===== config.mk =====
export PLATFORM = sky130hd
export DESIGN_NAME = groove_edge_timestamper
export DESIGN_NICKNAME = d
export VERILOG_FILES = /design/src/rtl/groove_pkg.sv /design/src/rtl/groove_pin_filter.sv /design/src/rtl/groove_edge_timestamper.sv
export SDC_FILE = /design/constraint.sdc
export NUM_CORES = 1
export LEC_CHECK = 0
export ABC_AREA = 1
export CELL_PAD_IN_SITES_DETAIL_PLACEMENT = 0
export CELL_PAD_IN_SITES_GLOBAL_PLACEMENT = 1
export CORE_MARGIN = 8
export CORE_UTILIZATION = 30
export CTS_BUF_LIST = sky130_fd_sc_hd__clkbuf_4
export DETAILED_ROUTE_END_ITERATION = 16
export PLACE_DENSITY_LB_ADDON = 0.1
export SYNTH_ARGS = -nofsm -noshare
export SYNTH_HDL_FRONTEND = slang
export SYNTH_SLANG_ARGS = --single-unit

===== constraint.sdc =====
create_clock -name clk -period 2.45 [get_ports clk]
set_input_delay 0.735 -clock clk [delete_from_list [all_inputs] [get_ports clk]]
set_output_delay 0.735 -clock clk [all_outputs]
set_load 0.1 [all_outputs]

===== src/rtl/groove_pkg.sv =====
// Shared definitions for the groove preprocess chain: timestamp width, sweep
// direction encoding and the per-pin accept event handed to the top level.
package groove_pkg;

   localparam int   TS_WIDTH = 32;
   localparam logic DIR_LTR  = 1'b0;
   localparam logic DIR_RTL  = 1'b1;

   typedef struct packed {
      logic edge_pulse;
      logic rise;
   } pin_evt_t;

   function automatic logic [TS_WIDTH-1:0] sat_inc(input logic [TS_WIDTH-1:0] v,
                                                   input logic [TS_WIDTH-1:0] lim);
      return (v >= lim) ? lim : v + TS_WIDTH'(1);
   endfunction

endpackage


===== src/rtl/groove_pin_filter.sv =====
// One conditioned input pin: two-flop synchroniser, stability filter and a
// registered edge pulse with polarity. evt_nxt is the same event one cycle early.
module groove_pin_filter
   import groove_pkg::*;
#(
   parameter int FILTER_CYCLES = 4
) (
   input  logic     clk,
   input  logic     reset_n,
   input  logic     raw,
   output logic     lvl,
   output logic     edge_pulse,
   output logic     rise,
   output pin_evt_t evt_nxt
);

   localparam logic [7:0] CNT_LAST = 8'(FILTER_CYCLES - 1);

   logic       s1_r;
   logic       s2_r;
   logic       lvl_r;
   logic       edge_r;
   logic       rise_r;
   logic [7:0] cnt_r;
   logic       accept_s;

   // Accept on the FILTER_CYCLES-th consecutive sample that differs from lvl
   always_comb begin
      accept_s = (s2_r != lvl_r) && (cnt_r == CNT_LAST);
   end

   // Synchroniser, filter counter and registered edge/polarity
   always_ff @(posedge clk or negedge reset_n) begin
      if (!reset_n) begin
         s1_r   <= 1'b0;
         s2_r   <= 1'b0;
         lvl_r  <= 1'b0;
         cnt_r  <= 8'd0;
         edge_r <= 1'b0;
         rise_r <= 1'b0;
      end else begin
         s1_r   <= raw;
         s2_r   <= s1_r;
         edge_r <= accept_s;
         rise_r <= accept_s & s2_r;
         if (s2_r == lvl_r) begin
            cnt_r <= 8'd0;
         end else if (accept_s) begin
            lvl_r <= s2_r;
            cnt_r <= 8'd0;
         end else begin
            cnt_r <= cnt_r + 8'd1;
         end
      end
   end

   assign lvl        = lvl_r;
   assign edge_pulse = edge_r;
   assign rise       = rise_r;
   assign evt_nxt    = '{edge_pulse: accept_s, rise: s2_r};

endmodule


===== src/rtl/groove_edge_timestamper.sv =====
// Groove front end: four filtered pins, free-running timestamp, merged sync
// pulse with sweep direction, and the sync-lost watchdog.
module groove_edge_timestamper
   import groove_pkg::*;
#(
   parameter int                  FILTER_CYCLES = 4,
   parameter logic [TS_WIDTH-1:0] SYNC_TIMEOUT  = 32'd5_000_000
) (
   input  logic                clk,
   input  logic                reset_n,
   input  logic                sig_l_raw,
   input  logic                sig_r_raw,
   input  logic                lsync_raw,
   input  logic                rsync_raw,
   output logic [TS_WIDTH-1:0] current_timestamp,
   output logic                sig_l_edge,
   output logic                sig_l_rise,
   output logic                sig_r_edge,
   output logic                sig_r_rise,
   output logic                sync_pulse,
   output logic                dir,
   output logic                sync_lost,
   output logic                sync_conflict
);

   logic [TS_WIDTH-1:0] ts_r;
   logic [TS_WIDTH-1:0] wd_r;
   logic [TS_WIDTH-1:0] wd_inc_s;
   logic                sync_pulse_r;
   logic                conflict_r;
   logic                dir_r;
   logic                lost_r;
   logic                l_sync_s;
   logic                r_sync_s;
   logic                sync_s;
   logic                conflict_s;
   logic                dir_nxt_s;
   logic                lost_nxt_s;

   logic     sig_l_lvl_s, sig_r_lvl_s, lsync_lvl_s, rsync_lvl_s;
   logic     lsync_edge_s, lsync_rise_s, rsync_edge_s, rsync_rise_s;
   pin_evt_t sig_l_evt_s, sig_r_evt_s, lsync_evt_s, rsync_evt_s;
   logic     unused_s;

   groove_pin_filter #(.FILTER_CYCLES(FILTER_CYCLES)) u_sig_l (
      .clk(clk), .reset_n(reset_n), .raw(sig_l_raw), .lvl(sig_l_lvl_s),
      .edge_pulse(sig_l_edge), .rise(sig_l_rise), .evt_nxt(sig_l_evt_s));

   groove_pin_filter #(.FILTER_CYCLES(FILTER_CYCLES)) u_sig_r (
      .clk(clk), .reset_n(reset_n), .raw(sig_r_raw), .lvl(sig_r_lvl_s),
      .edge_pulse(sig_r_edge), .rise(sig_r_rise), .evt_nxt(sig_r_evt_s));

   groove_pin_filter #(.FILTER_CYCLES(FILTER_CYCLES)) u_lsync (
      .clk(clk), .reset_n(reset_n), .raw(lsync_raw), .lvl(lsync_lvl_s),
      .edge_pulse(lsync_edge_s), .rise(lsync_rise_s), .evt_nxt(lsync_evt_s));

   groove_pin_filter #(.FILTER_CYCLES(FILTER_CYCLES)) u_rsync (
      .clk(clk), .reset_n(reset_n), .raw(rsync_raw), .lvl(rsync_lvl_s),
      .edge_pulse(rsync_edge_s), .rise(rsync_rise_s), .evt_nxt(rsync_evt_s));

   // Sync events use the filters' early accept so sync_pulse aligns with SIG edges
   always_comb begin
      l_sync_s   = lsync_evt_s.edge_pulse & lsync_evt_s.rise;
      r_sync_s   = rsync_evt_s.edge_pulse & rsync_evt_s.rise;
      sync_s     = l_sync_s | r_sync_s;
      conflict_s = l_sync_s & r_sync_s;
      wd_inc_s   = sat_inc(wd_r, SYNC_TIMEOUT);
      if (l_sync_s && !r_sync_s) begin
         dir_nxt_s = DIR_LTR;
      end else if (r_sync_s && !l_sync_s) begin
         dir_nxt_s = DIR_RTL;
      end else begin
         dir_nxt_s = dir_r;
      end
      if (sync_s) begin
         lost_nxt_s = 1'b0;
      end else begin
         lost_nxt_s = lost_r | (wd_inc_s == SYNC_TIMEOUT);
      end
   end

   // Timestamp, sync outputs, direction and watchdog registers
   always_ff @(posedge clk or negedge reset_n) begin
      if (!reset_n) begin
         ts_r         <= '0;
         wd_r         <= '0;
         sync_pulse_r <= 1'b0;
         conflict_r   <= 1'b0;
         dir_r        <= DIR_LTR;
         lost_r       <= 1'b1;
      end else begin
         ts_r         <= ts_r + TS_WIDTH'(1);
         wd_r         <= sync_s ? '0 : wd_inc_s;
         sync_pulse_r <= sync_s;
         conflict_r   <= conflict_s;
         dir_r        <= dir_nxt_s;
         lost_r       <= lost_nxt_s;
      end
   end

   assign current_timestamp = ts_r;
   assign sync_pulse        = sync_pulse_r;
   assign sync_conflict     = conflict_r;
   assign dir               = dir_r;
   assign sync_lost         = lost_r;

   assign unused_s = ^{sig_l_lvl_s, sig_r_lvl_s, lsync_lvl_s, rsync_lvl_s,
                       sig_l_evt_s, sig_r_evt_s, lsync_edge_s, lsync_rise_s,
                       rsync_edge_s, rsync_rise_s};

endmodule


==> flow_results.org, run 1 <==
** STA
- Adding up every negative setup slack in the final design gives 0 ns.
- After layout, the worst path uses 87.7% of the clock period.
- Final hold analysis gives a worst-case slack of 0.360 ns.
- Normalized max-slew margin :: 51.1%
- Highest clock rate :: 465 MHz
- At the pin with the least slew margin, the transition time is 0.733 ns.
- Between clock sinks in the finished design, the worst skew comes to 0.0209 ns.
- Crit path time final :: 2.15 ns
- Total count of max-transition violations in the final report :: 0
- Setup repair after global routing left no endpoint under its margin.
- Setup violations remaining at the end of the flow were counted as 0.
- Count of endpoints failing hold in the final timing report :: 0

** Power
- In this run, the combinational gates consume 15.5% of the power.
- Fraction of power consumed by the clock network :: 34.5%
- Max VDD drop :: 266 uV
- In this run the power spent charging and discharging nets is 1.39 mW.
- Switching portion of total power :: 31.7%
- Power per cell area :: 666 nW/um^2
- Sequential share of power :: 49.9%
- Power Internal :: 2.99 mW
- For this design the static power due to leakage is 3.25 nW.

** Floorplanning
- For this configuration, the core starts out at a cell density of 30.8%.
- Standard cell core area :: 18,000 sq um
- In this run the horizontal extent of the chip is 152 um.
- 46 I/O pins were placed.
- The floorplan step set the die height to 152 um.
- The die covers 23,100 sq um.
- The initialized floorplan defines 49 standard-cell rows.

** Run status
- Outcome :: finished clean

** Drt
- Via density per instance :: 4.37
- In the final routed layout, each cell accounts on average for 13.0 um.
- After detailed routing, the total wire length is 12.1 mm.
- DR DRC count :: 0
- After the first detailed-routing iteration, the DRC count stood at 163.
- Routed Antenna Nets :: 0
- Via Count :: 4,063
- Total iterations of the first detailed-routing run :: 4

** Global route
- The via count of the first global-routing pass came to 4,265.
- The number of antenna violations at the first check in global routing was 1.
- GRT Total Usage :: 11.0%
- Summed over all layers, the global routing overflow is 0.
- The first global-routing pass estimated 20.8 mm of wire.
- Pin count of the biggest net entering global routing :: 116

** Placement
- Buffers placed on the I/O ports in this run total 45.
- Final GP Congestion :: 0.759
- Detailed placement ended at an HPWL of 8.81 mm.

** Synthesis
- Sorting the synthesized cells by area gives the leading types as dfrtp_1 52%, nand2_1 8.1%, xor2_1 7.3%.
- Sequential cells were found to cover 52.4% of the synthesized design area.
- Register bit count reported by yosys :: 116
- Synthesized area divided by synthesized cell count :: 9.06 sq um
- For this run, the number of Yosys warnings is 0.
- Dominant cell type by area after synthesis :: dfrtp_1
- Top-area cell type share of the netlist area :: 51.9%
- Cell variety after synth :: 37
- The cell count after synthesis came out at 612.
- Post-synthesis instance area :: 5540 sq um

** Worst setup path
- Critical path buffers and inverters :: 4
- By startpoint and endpoint, the worst setup path is classified as flip-flop to flip-flop.
- Kind of end point of the critical path :: flip-flop
- Worst path required time :: 2.85 ns
- Worst reg2reg path startpoint :: u_lsync.lvl
- Critical path data arrival time :: 2.55 ns
- Along the worst path, the maximum fanout reaches 19.
- Most common cell type on the critical path :: inv_1
- The worst setup path is launched from a flip-flop.
- The slowest stage of the critical path is the dfrtp_1 cell.
- The critical path starts at u_lsync.lvl.
- Stage delay of the slowest cell on the critical path :: 0.41 ns
- Family of cells with the greatest summed delay on the critical path :: simple AND/OR/NAND/NOR gates
- Walking the worst path, the cells encountered are xor2_1 > inv_1 > nor4_1 > nand4_1 > nor2_1 > inv_1 > ha_1 > clkinv_1 > buf_12 > a31oi_1.

** Flow run
- Across the run, the number of max-cap violations was 0.

** Clock network
- Post-CTS Hold Fix Bufs :: 1
- Gates resized during post-CTS repair numbered 0.
- At the later pin of the worst-skew pair, clock insertion delay measures 0.53 ns.
- The root buffer cell chosen for the clock tree is clkbuf_4.
- Sink Count :: 116
- TritonCTS clock tree :: built
- Once the clock tree was built, the setup fixing pass inserted 0 buffers.
- Number of H-tree levels :: 4
- In this run, CTS created clock tree buffers numbering 17.
- Clock-pin slew on the worst setup and hold paths :: 0.11 ns
- In this run the deepest clock path goes through 2 buffers.

** Layout
- The post-route netlist has 16.9% of its cells at a drive strength greater than 1.
- The area growth from synthesis to layout is 18.5%.
- Nets :: 702

** Hold path
- In this run the worst hold path is classified as flip-flop to flip-flop.
- The worst hold path begins at u_sig_l.s1_r.
[worst paths after layout]
check,cells after the start,slack (ns),endpoint
setup reg to reg,10,0.30,wd_r[22]
setup / recovery,10,0.30,wd_r[22]
max in group asynchronous,3,1.03,current_timestamp[0]
hold / removal,0,0.36,u_sig_l.s2_r
hold reg to reg,0,0.36,u_sig_l.s2_r
min in group asynchronous,2,0.56,u_lsync.cnt_r[5]
[cells in the final DEF (no fill, tap or decap), drive strengths merged]
cell           count
a31oi              2
o211ai             2
clkdlybuf4s50      4
nand2            125
clkinvlp           3
ha                10
o21bai             3
nor2              93
nand3b             4
xor2              46
buf               45
a21oi             11
clkinv             7
nor3b              7
dfrtp            115
dlygate4sd3        1
nand4              8
clkbuf            17
xnor2             15
conb               9
nand3             34
nor4              12
o21ai             10
dfstp              1
bufinv             3
nor3              24
diode              1
inv               88
[final cells by class]
type | instances | area, sq um
timing repair buffer | 50 | 413
multi-input combinational | 415 | 2330
inverter | 86 | 323
fill | 1888 | 11500
clock inverter | 15 | 180
tap | 229 | 287
sequential | 116 | 2910
antenna | 1 | 2.50
clock buffer | 17 | 128
[worst reg2reg max path: cells and delay by family (launching register included)]
family | cells | cell delay, ns
buffers and inverters | 4 | 0.50
and+or+nand+nor | 3 | 0.59
xor gates and xnor gates | 1 | 0.19
AOI/OAI and AO/OA | 1 | 0.06
adders and majority gates | 1 | 0.30
DFF | 1 | 0.41
[stage by stage]
step	area (sq um)	utilization (%)	instances	setup slack, ns	total power [mW]
final	6570	36.5	929	0.300	4.38
after global routing	6570	36.5	929	0.0397	4.65
after CTS	6570	36.4	928	0.220	4.47
after detailed placement	6250	34.7	895	0.247	2.92
after global placement	6250	34.7	895	0.351	2.90
after floorplan	5580	-	620	0.0997	2.69
[flip-flops by register name, indices dropped and copies added (netlist names), 8 cells and up]
| name | count |
|---|---|
| u_sig_r.cnt_r | 8 |
| u_lsync.cnt_r | 8 |
| wd_r | 32 |
| u_rsync.cnt_r | 8 |
| u_sig_l.cnt_r | 8 |
| current_timestamp | 32 |
[power by group through the flow]
stage	Clock (mW)	Sequential (mW)	Combinational [mW]
floorplan	0	2.32	0.367
global placement	0	2.22	0.684
detailed placement	0	2.22	0.693
CTS	1.58	2.18	0.698
global route	1.67	2.21	0.772
finish	1.51	2.18	0.680
[logic make-up after synthesis]
logic type               synth area share, %
adder cells (fa/ha/maj)                 2.26
AND/OR/NAND/NOR                         26.7
other                                 0.0676
AO/OA/AOI/OAI                           2.87
XOR/XNOR                                9.64
buffers and inverters                   6.12
flip-flops                              52.4
[per-layer routing]
metal,part of all wire [%],wire length [um],vias to the layer above,global-route usage (%)
li1,-,-,2068,-
met1,47,5740,1923,13.2
met2,47,5690,57,17.7
met3,3.8,460,15,3.53
met4,1.8,219,0,4.67
met5,0,0,-,0
[synth_stat cells, drive strengths merged]
cell,count
nor2,93
a31oi,2
nand3,34
clkinv,1
dfrtp,115
dfstp,1
o21ai,10
nand2,125
o21bai,3
conb,1
o211ai,2
clkbuf,1
inv,85
nand3b,4
ha,10
buf,2
a21oi,11
nor3,24
nor3b,7
xor2,46
nand4,8
nor4,12
xnor2,15
Power figures use the tool's default switching activity.
==> run 2: changes to the inputs <==
--- a/config.mk
+++ b/config.mk
@@ -6,8 +6,8 @@
 export NUM_CORES = 1
 export LEC_CHECK = 0
 export ABC_AREA = 1
-export CELL_PAD_IN_SITES_DETAIL_PLACEMENT = 0
-export CELL_PAD_IN_SITES_GLOBAL_PLACEMENT = 1
+export CELL_PAD_IN_SITES_DETAIL_PLACEMENT = 1
+export CELL_PAD_IN_SITES_GLOBAL_PLACEMENT = 2
 export CORE_MARGIN = 8
 export CORE_UTILIZATION = 30
 export CTS_BUF_LIST = sky130_fd_sc_hd__clkbuf_4
==> constraint.sdc (replaced) <==
create_clock -name clk -period 1.86 [get_ports clk]
set_input_delay 0.558 -clock clk [delete_from_list [all_inputs] [get_ports clk]]
set_output_delay 0.558 -clock clk [all_outputs]
set_load 0.1 [all_outputs]
==> run 2 against run 1 <==
Effect of this change:
- the flow now finishes with violations (negative setup slack)
- sequential power up 33%
- register-to-register slack worse by 0.35 ns
- clock-buffer cell count unchanged
- critical path depth unchanged
- combinational power up 72%
- flip-flop and latch count unchanged
- largest cell class unchanged
- utilization up 8.4 points
- design area up 23%
- wire length up 20%
- sequential share of layout area down 7.5 points
==> flow_results.org, run 2 (same netlist as run 1, synthesis figures left out) <==
** Run status
- Outcome :: complete, but fails checks
- The final reports fail on negative setup slack.

** Layout
- The area taken by multi-input logic gates came to 2680 sq um (+15%).
- The share of cells above drive strength 1 came to 34.5% (+18 points).
- The storage element area came to 2970 sq um (+2.0%).
- Final non-filler cell area :: 8080 sq um (+23%)
- Post-Layout Cell Count :: 1,006 (+8.3%)
- From synthesis to final layout, the design area changed by 45.8%.
- The library cells used most frequently in the layout, excluding fill and tap cells, are 109 x nand2_1, 88 x dfrtp_1, 74 x inv_1, 74 x buf_4, 66 x nor2_1.
- The library cell used most frequently in the layout, excluding fill and tap cells, is nand2_1.
- Nets :: 778 (+11%)
- The utilization after layout is 44.8% (+8.4 points).
- Number of filler cells placed in the layout :: 2,050 (+8.6%)

** Clock network
- The worst-skew pair later-pin latency came to 0.55 ns (+0.02 ns).
- Number of buffers on the longest clock path :: 2 (unchanged)
- TritonCTS clock tree :: built
- The root buffer cell chosen for the clock tree is clkbuf_4.
- Sink Count :: 116 (unchanged)
- The CTS buffer count came to 17 (unchanged).
- Number of H-tree levels :: 4 (unchanged)
- Clock-pin slew on the worst setup and hold paths :: 0.12 ns (about the same)

** Drt
- Uppermost layer routed :: met4
- The routed length on met1 is 6.60 mm (+15%).
- The met2 layer wire length in the routed design was 7.25 mm (+27%).
- Total iterations of the first detailed-routing run :: 4 (unchanged)
- The via count is 4,456 (+9.7%).
- The count of unresolved DRC violations after routing is 0 (unchanged).
- The per-cell routed wire length was 14.4 um (+11%).
- Routed Antenna Nets :: 0 (unchanged)
- The count of routing violations after the opening detailed-route iteration came to 116 (-29%).
- The wire length on met3 came to 465 um (+1.1%).
- Via density per instance :: 4.43 (+1.3%)
- The final wirelength is 14.5 mm (+20%).

** Power
- The post-layout total power is 6.01 mW (+37%).
- Power per cell area :: 743 nW/um^2 (+12%)
- The worst-case vdd ir drop was 408 uV (+54%).
- The static power due to leakage was 3.80 nW (+17%).

** Worst setup path
- The signal on the critical path passes through buf_6 > nand3_4 > nor2_4 > nand2_2 > nor2_4 > nand3_4 > nor3_4 > nand4_4 > nor2_2 > xor2_1.
- STA classifies the critical path endpoint as a flip-flop.
- Class of the most critical setup path :: flip-flop to flip-flop
- On the critical path, the stage with the largest delay is an instance of dfrtp_4.
- Worst path required time :: 2.33 ns (-0.52 ns)
- The data arrival time at the worst-slack endpoint was 2.38 ns (-0.17 ns).
- Critical path buffers and inverters :: 1 (-3)
- The highest cell delay on the worst timing path came to 0.44 ns (+0.03 ns).
- Worst-path fanout max :: 4 (-15)
- STA classifies the critical path startpoint as a flip-flop.
- Family of cells with the greatest summed delay on the critical path :: simple AND/OR/NAND/NOR gates

** Floorplanning
- The overall die area is 23,100 sq um (unchanged).
- The die span in x is 152 um (unchanged).
- Starting density of the core :: 30.8% (unchanged)
- Die Height :: 152 um (unchanged)
- The number of primary I/O pins came to 46 (unchanged).
- Site Rows :: 49 (unchanged)
- Standard cell core area :: 18,000 sq um (unchanged)

** STA
- The maximum clock frequency was 525 MHz (+13%).
- The count of pins over their slew limit is 0 (unchanged).
- Final worst-path setup slack :: -0.0456 ns (-0.346 ns)
- The minimum clock period after layout was 1.91 ns (-0.244 ns).
- Finish-stage setup viols :: 11 (+11)
- Setup repair after global routing could not meet its margin everywhere.
- Transition time at the pin with the least slew margin :: 0.508 ns (-0.225 ns)
- The number of hold violations in the final report came to 0 (unchanged).
- Setup Skew :: 0.0204 ns (-0.000510 ns)
- Period Utilization, post-route :: 102% (+15 points)
- The max-slew headroom at the worst pin was 66.1% (+15 points).

** Global route
- The global-route total usage across every layer came to 12.9% (+1.9 points).
- Antenna violations before repair :: 1 (unchanged)
- Global-route wire length before repair :: 24.5 mm (+18%)
- Residual overflow from global routing :: 0 (unchanged)
- Pin count of the biggest net entering global routing :: 79 (-32%)
- The via count of the first global-routing pass was 4,836 (+13%).

** Placement
- The pre-CTS setup slack is -0.0483 ns (-0.295 ns).
- Cells after DPL :: 938 (+4.8%)
- Final GP Congestion :: 0.765 (+0.84%)
- Final HPWL from detailed placement :: 10.5 mm (+19%)
- Post-placement cell area :: 7180 sq um (+15%)
- The total of buffers placed on input and output ports is 45 (unchanged).

** Hold path
- The path class of the tightest hold or removal check is flip-flop to flip-flop.

** Flow run
- The number of maximum-capacitance violations was 0 (unchanged).
[run 2: power by group]
| part | internal (mW) | switching [mW] | leakage, nW |
|---|---|---|---|
| combinational | 0.454 | 0.714 | 2.19 |
| sequential | 2.72 | 0.162 | 1.46 |
| clock | 0.914 | 1.04 | 0.150 |
| total | 4.09 | 1.92 | 3.80 |
[run 2: cell type report]
cell class              instances  share of cell area, %
diodes                          2                 0.0619
inverters                      86                   4.09
multi-input cells             415                   33.2
clock inverters                15                   2.04
clock buffers                  17                   1.58
flip-flops and latches        116                   36.7
well taps                     229                   3.55
repair buffers                126                   18.8
[run 2: per-stage QoR]
stage          setup TNS [ns]  hold slack, ns
2_1_floorplan          -0.272           0.262
3_3_place_gp          -0.0197           0.333
6_report               -0.192           0.352
3_5_place_dp           -0.516           0.341
5_1_grt                 -4.58           0.380
4_1_cts                -0.451           0.348
[run 2: final timing paths]
check | cells past startpoint | start | slack, ns | endpoint
max | 10 | current_timestamp[2] | -0.05 | current_timestamp[27]
min | 0 | u_sig_l.s1_r | 0.35 | u_sig_l.s2_r
max reg2reg | 10 | current_timestamp[2] | -0.05 | current_timestamp[27]
min reg2reg | 0 | u_sig_l.s1_r | 0.35 | u_sig_l.s2_r
max in group asynchronous | 3 | reset_n | 0.86 | u_sig_r.cnt_r[3]
min in group asynchronous | 3 | reset_n | 0.53 | wd_r[15]
[run 2: what timing repair did]
action / CTS / global route
setup buffers: 13 / 21
hold buffers: 1 / 0
gates resized for setup: 11 / 75
gates cloned: 0 / 1
hold endpoints to repair: 14 / 0
endpoints found under the setup margin: 42 / 47
pin swaps: 6 / 35
[run 2: per-layer routing]
metal | track usage (%) | vias up
met5 | 0 | -
met4 | 4.71 | 0
met3 | 3.73 | 17
met2 | 21.7 | 44
met1 | 15.4 | 2179
li1 | - | 2216
[run 2: worst register-to-register path, delay by kind of cell, from the launching register on]
| family | cells | cell delay [ns] |
|---|---|---|
| XOR/XNOR | 1 | 0.14 |
| buffers and inverters | 1 | 0.11 |
| flip-flops | 1 | 0.44 |
| AND/OR/NAND/NOR | 8 | 1.16 |
